[config.mk]
export PLATFORM = sky130hd
export DESIGN_NAME = hazard_scoreboard
export DESIGN_NICKNAME = d
export VERILOG_FILES = /design/src/rtl/hazard_pkg.sv /design/src/rtl/hazard_src_match.sv /design/src/rtl/hazard_scoreboard.sv
export SDC_FILE = /design/constraint.sdc
export NUM_CORES = 1
export LEC_CHECK = 0
export ABC_AREA = 1
export CORE_MARGIN = 1.5
export CORE_UTILIZATION = 55
export CTS_BUF_LIST = sky130_fd_sc_hd__clkbuf_8
export DETAILED_ROUTE_END_ITERATION = 8
export GPL_TIMING_DRIVEN = 0
export HOLD_SLACK_MARGIN = 0.12
export PLACE_DENSITY = 0.88
export SLEW_MARGIN = 20
export SYNTH_ARGS = -nofsm -noshare
export SYNTH_HDL_FRONTEND = slang
export SYNTH_SLANG_ARGS = --single-unit
[constraint.sdc]
create_clock -name clk -period 4.9 [get_ports clk]
set_clock_uncertainty 0.05 [all_clocks]
set_input_delay 1.225 -clock clk [delete_from_list [all_inputs] [get_ports clk]]
set_output_delay 1.225 -clock clk [all_outputs]
set_load 0.02 [all_outputs]
[src/rtl/hazard_pkg.sv]
// Shared types and helpers for the scoreboard-based hazard unit.
// Entry widths are fixed here; the top-level REG_AW/TW defaults track them.
package hazard_pkg;

    localparam int HZ_REG_AW = 5;
    localparam int HZ_TW     = 3;

    // A consumer whose tuse is all-ones does not read that operand.
    localparam logic [HZ_TW-1:0] TUSE_NONE = '1;

    typedef struct packed {
        logic [HZ_REG_AW-1:0] dst;
        logic [HZ_TW-1:0]     t;
    } entry_t;

    localparam entry_t BUBBLE = '{dst: '0, t: '0};

    function automatic int fw_width(input int nstage);
        return $clog2(nstage + 1);
    endfunction

    function automatic logic [HZ_TW-1:0] sat_dec(input logic [HZ_TW-1:0] t);
        return (t == '0) ? t : t - HZ_TW'(1);
    endfunction

endpackage

[src/rtl/hazard_src_match.sv]
// Priority finder: youngest scoreboard entry at or above index lo that writes src.
module hazard_src_match
    import hazard_pkg::*;
#(
    parameter int NSTAGE = 3,
    parameter int FW     = fw_width(NSTAGE)
) (
    input  logic [HZ_REG_AW-1:0] src,
    input  entry_t               ent [1:NSTAGE],
    input  logic [FW-1:0]        lo,
    output logic                 hit,
    output logic [FW-1:0]        k,
    output logic [HZ_TW-1:0]     t
);

    // Scan oldest to youngest so the lowest matching index wins.
    always_comb begin
        hit = 1'b0;
        k   = '0;
        t   = '0;
        for (int unsigned i = NSTAGE; i >= 1; i--) begin
            if (i >= 32'(lo) && ent[i].dst != '0 && ent[i].dst == src) begin
                hit = 1'b1;
                k   = FW'(i);
                t   = ent[i].t;
            end
        end
    end

endmodule

[src/rtl/hazard_scoreboard.sv]
// Parametrised MIPS hazard unit: countdown scoreboard of in-flight writes,
// ID stall, ID/EX forward selects, internal mult/div timer and stall counter.
module hazard_scoreboard
    import hazard_pkg::*;
#(
    parameter int NSTAGE   = 3,
    parameter int REG_AW   = HZ_REG_AW,
    parameter int TW       = HZ_TW,
    parameter int MULT_LAT = 5,
    parameter int DIV_LAT  = 10
) (
    input  logic                          clk,
    input  logic                          reset,
    input  logic                          id_valid,
    input  logic [REG_AW-1:0]             id_rs,
    input  logic [REG_AW-1:0]             id_rt,
    input  logic [TW-1:0]                 id_tuse_rs,
    input  logic [TW-1:0]                 id_tuse_rt,
    input  logic [REG_AW-1:0]             id_dst,
    input  logic [TW-1:0]                 id_tnew,
    input  logic                          id_md_use,
    input  logic                          id_md_start,
    input  logic                          id_md_div,
    input  logic                          flush,
    output logic                          stall,
    output logic [fw_width(NSTAGE)-1:0]   fwd_id_rs,
    output logic [fw_width(NSTAGE)-1:0]   fwd_id_rt,
    output logic [fw_width(NSTAGE)-1:0]   fwd_ex_rs,
    output logic [fw_width(NSTAGE)-1:0]   fwd_ex_rt,
    output logic                          md_busy,
    output logic [31:0]                   stall_cnt
);

    localparam int FW     = fw_width(NSTAGE);
    localparam int MD_MAX = (DIV_LAT > MULT_LAT) ? DIV_LAT : MULT_LAT;
    localparam int MDW    = $clog2(MD_MAX + 1);

    entry_t            ent [1:NSTAGE];
    logic [REG_AW-1:0] ex_rs;
    logic [REG_AW-1:0] ex_rt;
    logic [MDW-1:0]    md_timer;

    logic          id_hit_rs, id_hit_rt, ex_hit_rs, ex_hit_rt;
    logic [FW-1:0] id_k_rs, id_k_rt, ex_k_rs, ex_k_rt;
    logic [TW-1:0] id_t_rs, id_t_rt, ex_t_rs, ex_t_rt;
    logic          raw;
    logic          issue;

    hazard_src_match #(.NSTAGE(NSTAGE), .FW(FW)) u_id_rs (
        .src(id_rs), .ent(ent), .lo(FW'(1)), .hit(id_hit_rs), .k(id_k_rs), .t(id_t_rs)
    );
    hazard_src_match #(.NSTAGE(NSTAGE), .FW(FW)) u_id_rt (
        .src(id_rt), .ent(ent), .lo(FW'(1)), .hit(id_hit_rt), .k(id_k_rt), .t(id_t_rt)
    );
    // EX consumers skip entry 1, which is the EX instruction itself.
    hazard_src_match #(.NSTAGE(NSTAGE), .FW(FW)) u_ex_rs (
        .src(ex_rs), .ent(ent), .lo(FW'(2)), .hit(ex_hit_rs), .k(ex_k_rs), .t(ex_t_rs)
    );
    hazard_src_match #(.NSTAGE(NSTAGE), .FW(FW)) u_ex_rt (
        .src(ex_rt), .ent(ent), .lo(FW'(2)), .hit(ex_hit_rt), .k(ex_k_rt), .t(ex_t_rt)
    );

    assign md_busy = (md_timer != '0);

    always_comb begin
        raw = 1'b0;
        if (id_hit_rs && id_tuse_rs != TUSE_NONE && id_t_rs > id_tuse_rs) raw = 1'b1;
        if (id_hit_rt && id_tuse_rt != TUSE_NONE && id_t_rt > id_tuse_rt) raw = 1'b1;
        if (id_md_use && md_busy) raw = 1'b1;
        stall = raw && id_valid && !flush;
        issue = id_valid && !stall && !flush;
    end

    always_comb begin
        fwd_id_rs = (id_hit_rs && id_t_rs == '0) ? id_k_rs : '0;
        fwd_id_rt = (id_hit_rt && id_t_rt == '0) ? id_k_rt : '0;
        fwd_ex_rs = (ex_hit_rs && ex_t_rs == '0) ? ex_k_rs : '0;
        fwd_ex_rt = (ex_hit_rt && ex_t_rt == '0) ? ex_k_rt : '0;
    end

    always_ff @(posedge clk) begin
        if (reset) begin
            for (int unsigned i = 1; i <= NSTAGE; i++) ent[i] <= BUBBLE;
            ex_rs <= '0;
            ex_rt <= '0;
        end else begin
            for (int unsigned i = 2; i <= NSTAGE; i++)
                ent[i] <= '{dst: ent[i-1].dst, t: sat_dec(ent[i-1].t)};
            if (issue) begin
                ent[1] <= '{dst: id_dst, t: id_tnew};
                ex_rs  <= id_rs;
                ex_rt  <= id_rt;
            end else begin
                ent[1] <= BUBBLE;
                ex_rs  <= '0;
                ex_rt  <= '0;
            end
        end
    end

    always_ff @(posedge clk) begin
        if (reset) begin
            md_timer <= '0;
        end else if (issue && id_md_start) begin
            md_timer <= id_md_div ? MDW'(DIV_LAT) : MDW'(MULT_LAT);
        end else if (md_timer != '0) begin
            md_timer <= md_timer - MDW'(1);
        end
    end

    always_ff @(posedge clk) begin
        if (reset) begin
            stall_cnt <= '0;
        end else if (stall && stall_cnt != '1) begin
            stall_cnt <= stall_cnt + 32'd1;
        end
    end

endmodule
Yosys cells after proc, flatten, opt, wreduce, memory -nomap -nowiden
Cells that the tools add are included.
Widths: inputs -> output; s select.
{"block": "op_classes", "n_reduce_logical": 39, "add_sub_neg": 4, "bitwise": 1, "order_cmp": 2, "n_eq_ne": 13, "mux": 42}
{"cell": "$eq 5x5->1", "n": 10}
{"cell": "$mux 3", "n": 12}
{"cell": "$add 32x1->32 const B", "n": 1}
{"cell": "$ne 32x32->1 const B", "n": 1}
{"cell": "$mux 2", "n": 14}
{"cell": "$logic_and 1x1->1", "n": 25}
{"cell": "$logic_not 3->1", "n": 6}
{"cell": "$reduce_bool 5->1", "n": 3}
{"cell": "$mux 1", "n": 13}
{"cell": "$mux 4", "n": 3}
{"cell": "$gt 3x3->1", "n": 2}
{"cell": "$ne 3x3->1 const B", "n": 2}
{"cell": "$sub 3x1->3 const B", "n": 2}
{"cell": "$reduce_bool 4->1", "n": 1}
{"cell": "$sub 4x1->4 const B", "n": 1}
{"cell": "$logic_not 1->1", "n": 2}
{"cell": "$reduce_bool 2->1", "n": 1}
{"cell": "$reduce_or 2->1", "n": 1}
{"cell": "$not 1->1", "n": 1}
{"block": "totals", "word_cells": 111, "in_bits": 31, "reg_bits": 70, "output_inout_bits": 42}

Longest topological paths before layout
Gate-level depths: netlist (run 1).
{"block": "depth", "word_depth": 17, "ltp_mapped": 25, "ltp_nobuf": 23}

Cells and area by module
From an unflattened synthesis (run 1), not the netlist that was laid out.
{"block": "hier_totals", "hier_cells": 1004, "area_unflattened_um2": 5651.7}
{"module": "hazard_scoreboard", "seq_area_each_um2": 1401.3, "cells_per_inst": 576, "instances": 1, "area_each_um2": 3759.9}
{"module": "hazard_src_match", "seq_area_each_um2": 0.0, "cells_per_inst": 107, "instances": 4, "area_each_um2": 473.0}

Worst setup path before layout (run 1)
Ideal clock, no wire load.
{"block": "synth_path", "path_type": "input to output", "startpoint": "in id_rs[2]", "endpoint": "out stall", "stages": 19, "slack_ns": 0.586, "required_time_ns": 3.625, "arrival_time_ns": 3.039, "path_buffers": 1, "cell_sequence": "xnor2_1 > nand2_1 > nor2_1 > nand2_2 > nand3_1 > inv_1 > nand2_1 > nand2_1 > o21ai_0 > inv_1 > ha_1 > nand3_1 > nand2_1 > a21oi_1 > nand2_2 > nand3_2 > nand2_4 > inv_8 > buf_12"}
{"block": "synth_via", "elab_chain_cells": 12, "word_cells_on_any_way": 20, "classes_between": "1 x order compare; 3 x eq/ne; 9 x mux; 7 x reduce/logical"}
{"item": "start: declaration", "line": "hazard_scoreboard.sv:15", "text": "input logic [REG_AW-1:0] id_rs,"}
{"item": "$eq 5x5->1", "line": "hazard_src_match.sv:22", "text": "if (i >= 32'(lo) && ent[i].dst != '0 && ent[i].dst == src) begin"}
{"item": "$logic_and 1x1->1", "line": "hazard_src_match.sv:22"}
{"item": "$mux 3 / $mux 1 (equally long branches) (3 in a row)", "line": "hazard_src_match.sv:22"}
{"item": "$gt 3x3->1 / $logic_and 1x1->1 (equally long branches)", "line": "hazard_scoreboard.sv:67", "text": "if (id_hit_rs && id_tuse_rs != TUSE_NONE && id_t_rs > id_tuse_rs) raw = 1'b1;"}
{"item": "$logic_and 1x1->1 *", "line": "hazard_scoreboard.sv:67"}
{"item": "$mux 1 *", "line": "hazard_scoreboard.sv:67"}
{"item": "$mux 1 *", "line": "hazard_scoreboard.sv:68", "text": "if (id_hit_rt && id_tuse_rt != TUSE_NONE && id_t_rt > id_tuse_rt) raw = 1'b1;"}
{"item": "$mux 1 *", "line": "hazard_scoreboard.sv:69", "text": "if (id_md_use && md_busy) raw = 1'b1;"}
{"item": "$logic_and 1x1->1 * (2 in a row)", "line": "hazard_scoreboard.sv:70", "text": "stall = raw && id_valid && !flush;"}
{"item": "end: declaration", "line": "hazard_scoreboard.sv:25", "text": "output logic stall,"}
Every way passes the cells marked *; elsewhere a longest branch is shown, timed or not.

Worst setup path in the final report (run 1)
{"block": "layout_path", "startpoint": "in id_rt[1]", "endpoint": "out stall"}
{"block": "layout_via", "elab_chain_cells": 11, "word_cells_on_any_way": 19, "classes_between": "1 x order compare; 3 x eq/ne; 8 x mux; 7 x reduce/logical"}
{"item": "start: declaration", "line": "hazard_scoreboard.sv:16", "text": "input logic [REG_AW-1:0] id_rt,"}
{"item": "$eq 5x5->1", "line": "hazard_src_match.sv:22"}
{"item": "$logic_and 1x1->1", "line": "hazard_src_match.sv:22"}
{"item": "$mux 3 / $mux 1 (equally long branches) (3 in a row)", "line": "hazard_src_match.sv:22"}
{"item": "$gt 3x3->1 / $logic_and 1x1->1 (equally long branches)", "line": "hazard_scoreboard.sv:68"}
{"item": "$logic_and 1x1->1 *", "line": "hazard_scoreboard.sv:68"}
{"item": "$mux 1 *", "line": "hazard_scoreboard.sv:68"}
{"item": "$mux 1 *", "line": "hazard_scoreboard.sv:69"}
{"item": "$logic_and 1x1->1 * (2 in a row)", "line": "hazard_scoreboard.sv:70"}
Marks and branches as above.

==> results.py, run 1 <==
metrics = {
    "floorplan": {
        "core-area_sq_um": 8760,
        "start_util": 0.569,
        "rows": 34,
        "die_area_sq_um": 9650,
        "boundaryPins": 73,
        "dieHeight_microns": 98.2,
        "fp.dieW_microns": 98.2,
    },
    "hold_path": {
        "min_path_cells": 2,
        "min_to": "stall_cnt[31]$_SDFFE_PP0P_",
        "holdCritPathClass": "flip-flop to flip-flop",
        "hp-start": "stall_cnt[31]$_SDFFE_PP0P_",
    },
    "worst_setup_path": {
        "critPathMaxFanout": 11,
        "worstPathCellList": "buf_2, inv_1, nand2_1, nand4_1, nor2_1, nand2_2, inv_2, nor2_2, nand2_1, o211ai_1, nand2_1, inv_1, ha_1, inv_1, o21bai_1, a21oi_2, nor2_1, nand2_2, nand3_2, nand2_4, clkinv_8, buf_6",
        "r2r_start": "ent[11]$_SDFF_PP0_",
        "r2r_setup_slack_ps": 1670,
        "max_stage_delay_ps": 260,
        "worstPathRequired_ps": 3620,
        "cp_slowest_cell": "ha_1",
        "start_kind": "primary input",
        "criticalPathCategory": "primary input to output pin",
        "reg2reg_depth": 25,
        "reg2reg_to": "stall_cnt[13]$_SDFFE_PP0P_",
        "arrival_ps": 3420,
        "cp-end-kind": "output pin",
    },
    "layout": {
        "mostFrequentLayoutCell": "nand2_1",
        "synthToLayoutAreaGrowth_pct": 22.8,
        "layout-drive-gt1-share": 0.238,
        "multi_input_area_sq_um": 3120,
        "nNetsFinal": 817,
        "regArea_sq_um": 1400,
        "antenna_cells": 0,
        "final_area_sq_um": 6120,
        "final_cells": 885,
        "fillers": 670,
        "final_cell_mix": "144 x nand2_1, 70 x dfxtp_1, 68 x inv_1",
    },
    "clock_tree": {
        "htreeDepth": 3,
        "insertion_delay_ps": 350,
        "cts_inserted_buffers": 9,
        "clock-sinks": 70,
        "root_buffer": "clkbuf_8",
        "cts_tree": "done",
        "clock_path_buffers": 2,
        "cts.reportedPaths.clkPinSlew_ps": 70,
        "hold_buffers": 0,
    },
    "yosys": {
        "netlist_area_sq_um": 4990,
        "synth_flop_cell": "dfxtp_1",
        "ys_seq_area_frac": 0.281,
        "synth_area_leader_cell": "dfxtp_1",
        "synth.yosys.warnings": 0,
        "async_reset_ff_frac": 0,
        "yosysTopAreaCellShare": 0.281,
        "synth_edf_count": 0,
        "avgSynthCellArea_sq_um": 7.31,
        "syn_inst": 682,
        "synth.distinct_cells": 36,
        "synth.net_count": 726,
        "ys_ff_latch": 70,
        "ys_top_cells_by_area": "dfxtp_1 28%, nand2_1 11%, nand3_2 7.6%",
    },
    "timing": {
        "period_needed_ps": 4700,
        "fmax_ghz": 0.213,
        "finalHoldViolCount": 0,
        "slew_headroom": 0.504,
        "layout_setup_ws_ps": 201,
        "worst_slew_pin_slew_ps": 744,
        "finalMaxSlewViolations": 0,
        "finalCritPeriodShare": 0.959,
        "setup_viol": 0,
    },
    "route": {
        "vias_per_cell": 5.46,
        "drtAntennaViolNets": 0,
        "wl_microns": 13100,
        "post_drt_wl_per_cell_microns": 14.9,
        "drc": 0,
        "vias": 4836,
        "first_pass_iters": 5,
        "drtIter0Drc": 275,
    },
    "grt": {
        "grt_start_max_net_pins": 13,
        "grt_pass1_vias": 4882,
        "grt_antenna_before_repair": 0,
        "grt_use_total": 0.279,
        "grt_overflow": 0,
        "grt_pass1_wl_microns": 22400,
    },
    "power_and_ir_drop": {
        "p_leak_uw": 0.00252,
        "ir_worst_vdd_v": 0.000151,
        "p_per_area_nw_per_um2": 235,
    },
    "placement": {
        "placed_cells": 861,
        "dp_hpwl_microns": 9970,
        "place.gp.congestion": 0.939,
        "place_ws_ps": -946,
        "post_dp_cell_area_sq_um": 5830,
        "port-buffer-count": 71,
    },
    "run_status": {
        "run_status": "finished clean",
    },
    "flow_run": {
        "drv_cap": 0,
    },
}
==> metal layers <==
metal,global-route usage,up-vias,routed length (microns),share of wire
met1,0.343,2244,5590,0.43
met2,0.494,191,6610,0.50
li1,-,2371,-,-
met3,0.0344,30,629,0.048
met4,0.114,0,315,0.024
met5,0,-,0,0
==> Yosys cell counts, types with 2 or more instances <==
| cell type | count |
|---|---|
| inv_1 | 71 |
| nand3_1 | 23 |
| buf_12 | 3 |
| a211oi_1 | 2 |
| a21oi_2 | 29 |
| clkbuf_1 | 5 |
| nand3_2 | 38 |
| xor2_1 | 39 |
| o211ai_1 | 2 |
| buf_4 | 6 |
| buf_6 | 6 |
| a21oi_1 | 18 |
| nand2_2 | 7 |
| xnor2_1 | 30 |
| inv_2 | 12 |
| nor2_1 | 71 |
| nor2_2 | 14 |
| nor3_1 | 16 |
| ha_1 | 13 |
| nand4_1 | 19 |
| or2_2 | 3 |
| nand2_1 | 144 |
| buf_2 | 5 |
| nor4_1 | 5 |
| o21ai_0 | 17 |
| nor2_4 | 2 |
| dfxtp_1 | 70 |
| o22ai_1 | 2 |
| nor4_2 | 3 |
==> cells by family (layout without fill, tap and decap cells) <==
logic type                 Yosys count  after routing  synth area share
DFF                                 70             70             0.281
adders and majority gates           13             13            0.0326
AOI/OAI and AO/OA                   72             72            0.0974
and+or+nand+nor                    349            349             0.360
buffers and inverters              109            204             0.108
xor gates and xnor gates            69             69             0.121
==> state kept, by name (all words and copies together), names as in the netlist <==
signal     cells
ex_rs          5
stall_cnt     32
ex_rt          5
ent           24
md_timer       4
==> worst max-delay path, delay by kind of cell <==
family	cells	cell delay, ps
and+or+nand+nor	11	960
AOI/OAI and AO/OA	3	360
buffers and inverters	7	610
adders and majority gates	1	260
==> report_power, final <==
group	switching, uW	leakage [uW]	internal [uW]
Combinational	205	0.00186	144
Clock	218	0.0000948	247
Sequential	27.6	0.000567	597
Total	450	0.00252	987
==> what timing repair did <==
item                                    in CTS  in global routing
hold endpoints to repair                     0                  0
pin swaps                                   11                 16
setup buffers                                4                  6
endpoints found under the setup margin       3                  3
gates resized for setup                     38                 27
==> area by class of cell <==
cell class	instances	share of cell area
buffer	24	0.0321
clock buffer	10	0.0225
clock inverter	5	0.00960
inverter	84	0.0535
multi-input combinational	503	0.509
sequential	70	0.229
tap	108	0.0221
timing repair buffer	81	0.122
==> through the flow <==
step	hold WS [ps]	utilization	setup TNS, ps	power, uW
finish	451	0.699	0	1440
global route	473	0.699	-16.1	1510
CTS	450	0.693	0	1440
detailed placement	432	0.665	-1120	979
global placement	425	0.665	-835	957
floorplan	393	-	0	871
==> how the worst max path moves through the flow <==
stage                         from     to  slack (ps)  cells past startpoint
final                     id_rt[1]  stall         200                     22
after global routing      id_rt[1]  stall         -20                     22
after CTS                 id_rs[4]  stall           2                     22
after detailed placement  id_rt[2]  stall        -950                     22
after global placement    id_rs[2]  stall        -840                     21
after floorplan           id_rs[2]  stall         590                     19
(Power assumes the default switching activity.)
==> run 2: changes to the inputs <==
==> constraint.sdc (replaced) <==
create_clock -name clk -period 4.75 [get_ports clk]
set_clock_uncertainty 0.05 [all_clocks]
set_input_delay 1.1875 -clock clk [delete_from_list [all_inputs] [get_ports clk]]
set_output_delay 1.1875 -clock clk [all_outputs]
set_load 0.02 [all_outputs]
==> run 2 against run 1 <==
Against the previous run:
- worst setup slack lost 120 ps
- final area grew 1.6%
- sequential power is 3.4% higher
- total power grew 3.7%
- via count rose by 2.2%
- highest routed layer unchanged
==> results.py, run 2 (synthesis results as in run 1) <==
metrics = {
    "grt": {
        "met3_usage": 0.0344,
        "grt_pass1_wl_microns": 22300,
        "grt_overflow": 0,
        "grt_antenna_before_repair": 0,
        "busiest_layer": "met2",
        "grt_pass1_vias": 4882,
        "grt.met1_usage": 0.344,
        "grt_use_total": 0.279,
        "met2_usage": 0.493,
        "grt_start_max_net_pins": 13,
    },
    "hold_path": {
        "holdCritPathClass": "flip-flop to flip-flop",
        "min_to": "stall_cnt[31]$_SDFFE_PP0P_",
        "hp-start": "stall_cnt[31]$_SDFFE_PP0P_",
        "min_path_cells": 2,
    },
    "flow_run": {
        "drv_cap": 0,
    },
    "timing": {
        "layout_setup_ws_ps": 77.4,
        "fmax_ghz": 0.214,
        "worst_slew_pin_slew_ps": 741,
        "finalCritPeriodShare": 0.984,
        "finalMaxSlewViolations": 0,
        "finalHoldViolCount": 0,
        "period_needed_ps": 4670,
        "slew_headroom": 0.506,
        "setup_viol": 0,
    },
    "clock_tree": {
        "insertion_delay_ps": 350,
        "cts_tree": "done",
        "hold_buffers": 0,
        "clock_path_buffers": 2,
        "cts.reportedPaths.clkPinSlew_ps": 80,
        "clock-sinks": 70,
        "cts_inserted_buffers": 9,
        "root_buffer": "clkbuf_8",
        "htreeDepth": 3,
    },
    "worst_setup_path": {
        "start_kind": "primary input",
        "worstPathRequired_ps": 3510,
        "r2r_setup_slack_ps": 1570,
        "cp-end-kind": "output pin",
        "arrival_ps": 3440,
        "reg2reg_depth": 25,
        "r2r_start": "ent[11]$_SDFF_PP0_",
        "reg2reg_to": "stall_cnt[13]$_SDFFE_PP0P_",
        "criticalPathCategory": "primary input to output pin",
        "critPathMaxFanout": 4,
    },
    "power_and_ir_drop": {
        "p_per_area_nw_per_um2": 240,
        "p_leak_uw": 0.00255,
        "ir_worst_vdd_v": 0.000159,
    },
    "layout": {
        "final_cells": 895,
        "top_regs": "stall_cnt x32, ent x24",
        "utilization": 0.710,
        "regMostFlops": "stall_cnt",
        "largest_reg_flops": 32,
        "antenna_cells": 0,
        "synthToLayoutAreaGrowth_pct": 24.8,
        "final_cell_mix": "144 x nand2_1, 70 x dfxtp_1, 67 x inv_1",
        "layout-drive-gt1-share": 0.253,
        "nNetsFinal": 827,
        "mostFrequentLayoutCell": "nand2_1",
    },
    "run_status": {
        "run_status": "finished clean",
    },
    "placement": {
        "placed_cells": 861,
        "port-buffer-count": 71,
        "place_ws_ps": -1020,
        "place.gp.congestion": 0.939,
        "dp_hpwl_microns": 9970,
    },
    "floorplan": {
        "fp.dieW_microns": 98.2,
        "rows": 34,
        "core-area_sq_um": 8760,
        "die_area_sq_um": 9650,
        "start_util": 0.569,
        "boundaryPins": 73,
        "dieHeight_microns": 98.2,
    },
    "route": {
        "vias": 4940,
        "drc": 0,
        "vias_per_cell": 5.52,
        "first_pass_iters": 5,
        "post_drt_wl_per_cell_microns": 15.1,
        "drtAntennaViolNets": 0,
        "drtIter0Drc": 269,
        "wl_microns": 13500,
    },
}
run 2: routing by layer:
| metal | vias to the layer above | share of wire |
|---|---|---|
| met4 | 0 | 0.026 |
| li1 | 2386 | - |
| met5 | - | 0 |
| met2 | 204 | 0.50 |
| met3 | 38 | 0.046 |
| met1 | 2312 | 0.42 |
run 2: through the flow:
step	area [sq um]	hold slack (ps)	TNS, ps	power, uW
3_3_place_gp	5830	425	-1020	987
2_1_floorplan	4990	393	0	898
6_report	6220	459	0	1490
3_5_place_dp	5830	432	-1390	1010
5_1_grt	6220	473	-169	1560
4_1_cts	6090	450	0	1480
run 2: cell type report:
| cell class | count | area [sq um] |
|---|---|---|
| Multi-Input combinational cell | 503 | 3130 |
| Fill cell | 656 | 2540 |
| Sequential cell | 70 | 1400 |
| Timing Repair Buffer | 91 | 840 |
| Inverter | 84 | 328 |
| Buffer | 24 | 196 |
| Clock buffer | 10 | 138 |
| Tap cell | 108 | 135 |
| Clock inverter | 5 | 58.8 |
run 2: repair_timing:
| action | 4_1_cts | 5_1_grt |
|---|---|---|
| endpoints found under the setup margin | 5 | 3 |
| hold endpoints to repair | 0 | 0 |
| gates resized for setup | 44 | 28 |
| buffers inserted | 5 | 15 |
| gates cloned | 0 | 0 |
| pin swaps | 15 | 18 |
run 2: critical path, cell delays in order:
cell	delay, ps
clkdlybuf4s15_2	230
inv_1	100
nand2_1	50
nand2_1	60
nand2_1	70
nor2_2	120
nand2_2	110
buf_4	170
buf_4	130
o21ai_2	130
buf_4	120
nand2_1	70
nor3_1	220
clkdlybuf4s50_1	660
run 2: how the worst max path moves through the flow:
stage | from | end | cells after the start
5_1_grt | id_rs[1] | fwd_id_rs[0] | 14
4_1_cts | id_rs[3] | stall | 20
3_5_place_dp | id_rt[2] | stall | 22
3_3_place_gp | id_rs[2] | stall | 21
6_report | id_rs[1] | fwd_id_rs[0] | 14
2_1_floorplan | id_rs[2] | stall | 19
run 2: report_power, final:
part	leakage, uW	internal [uW]	total [uW]	switching, uW
Sequential	0.000567	615	645	29.4
Combinational	0.00189	154	366	212
Clock	0.0000948	255	481	227
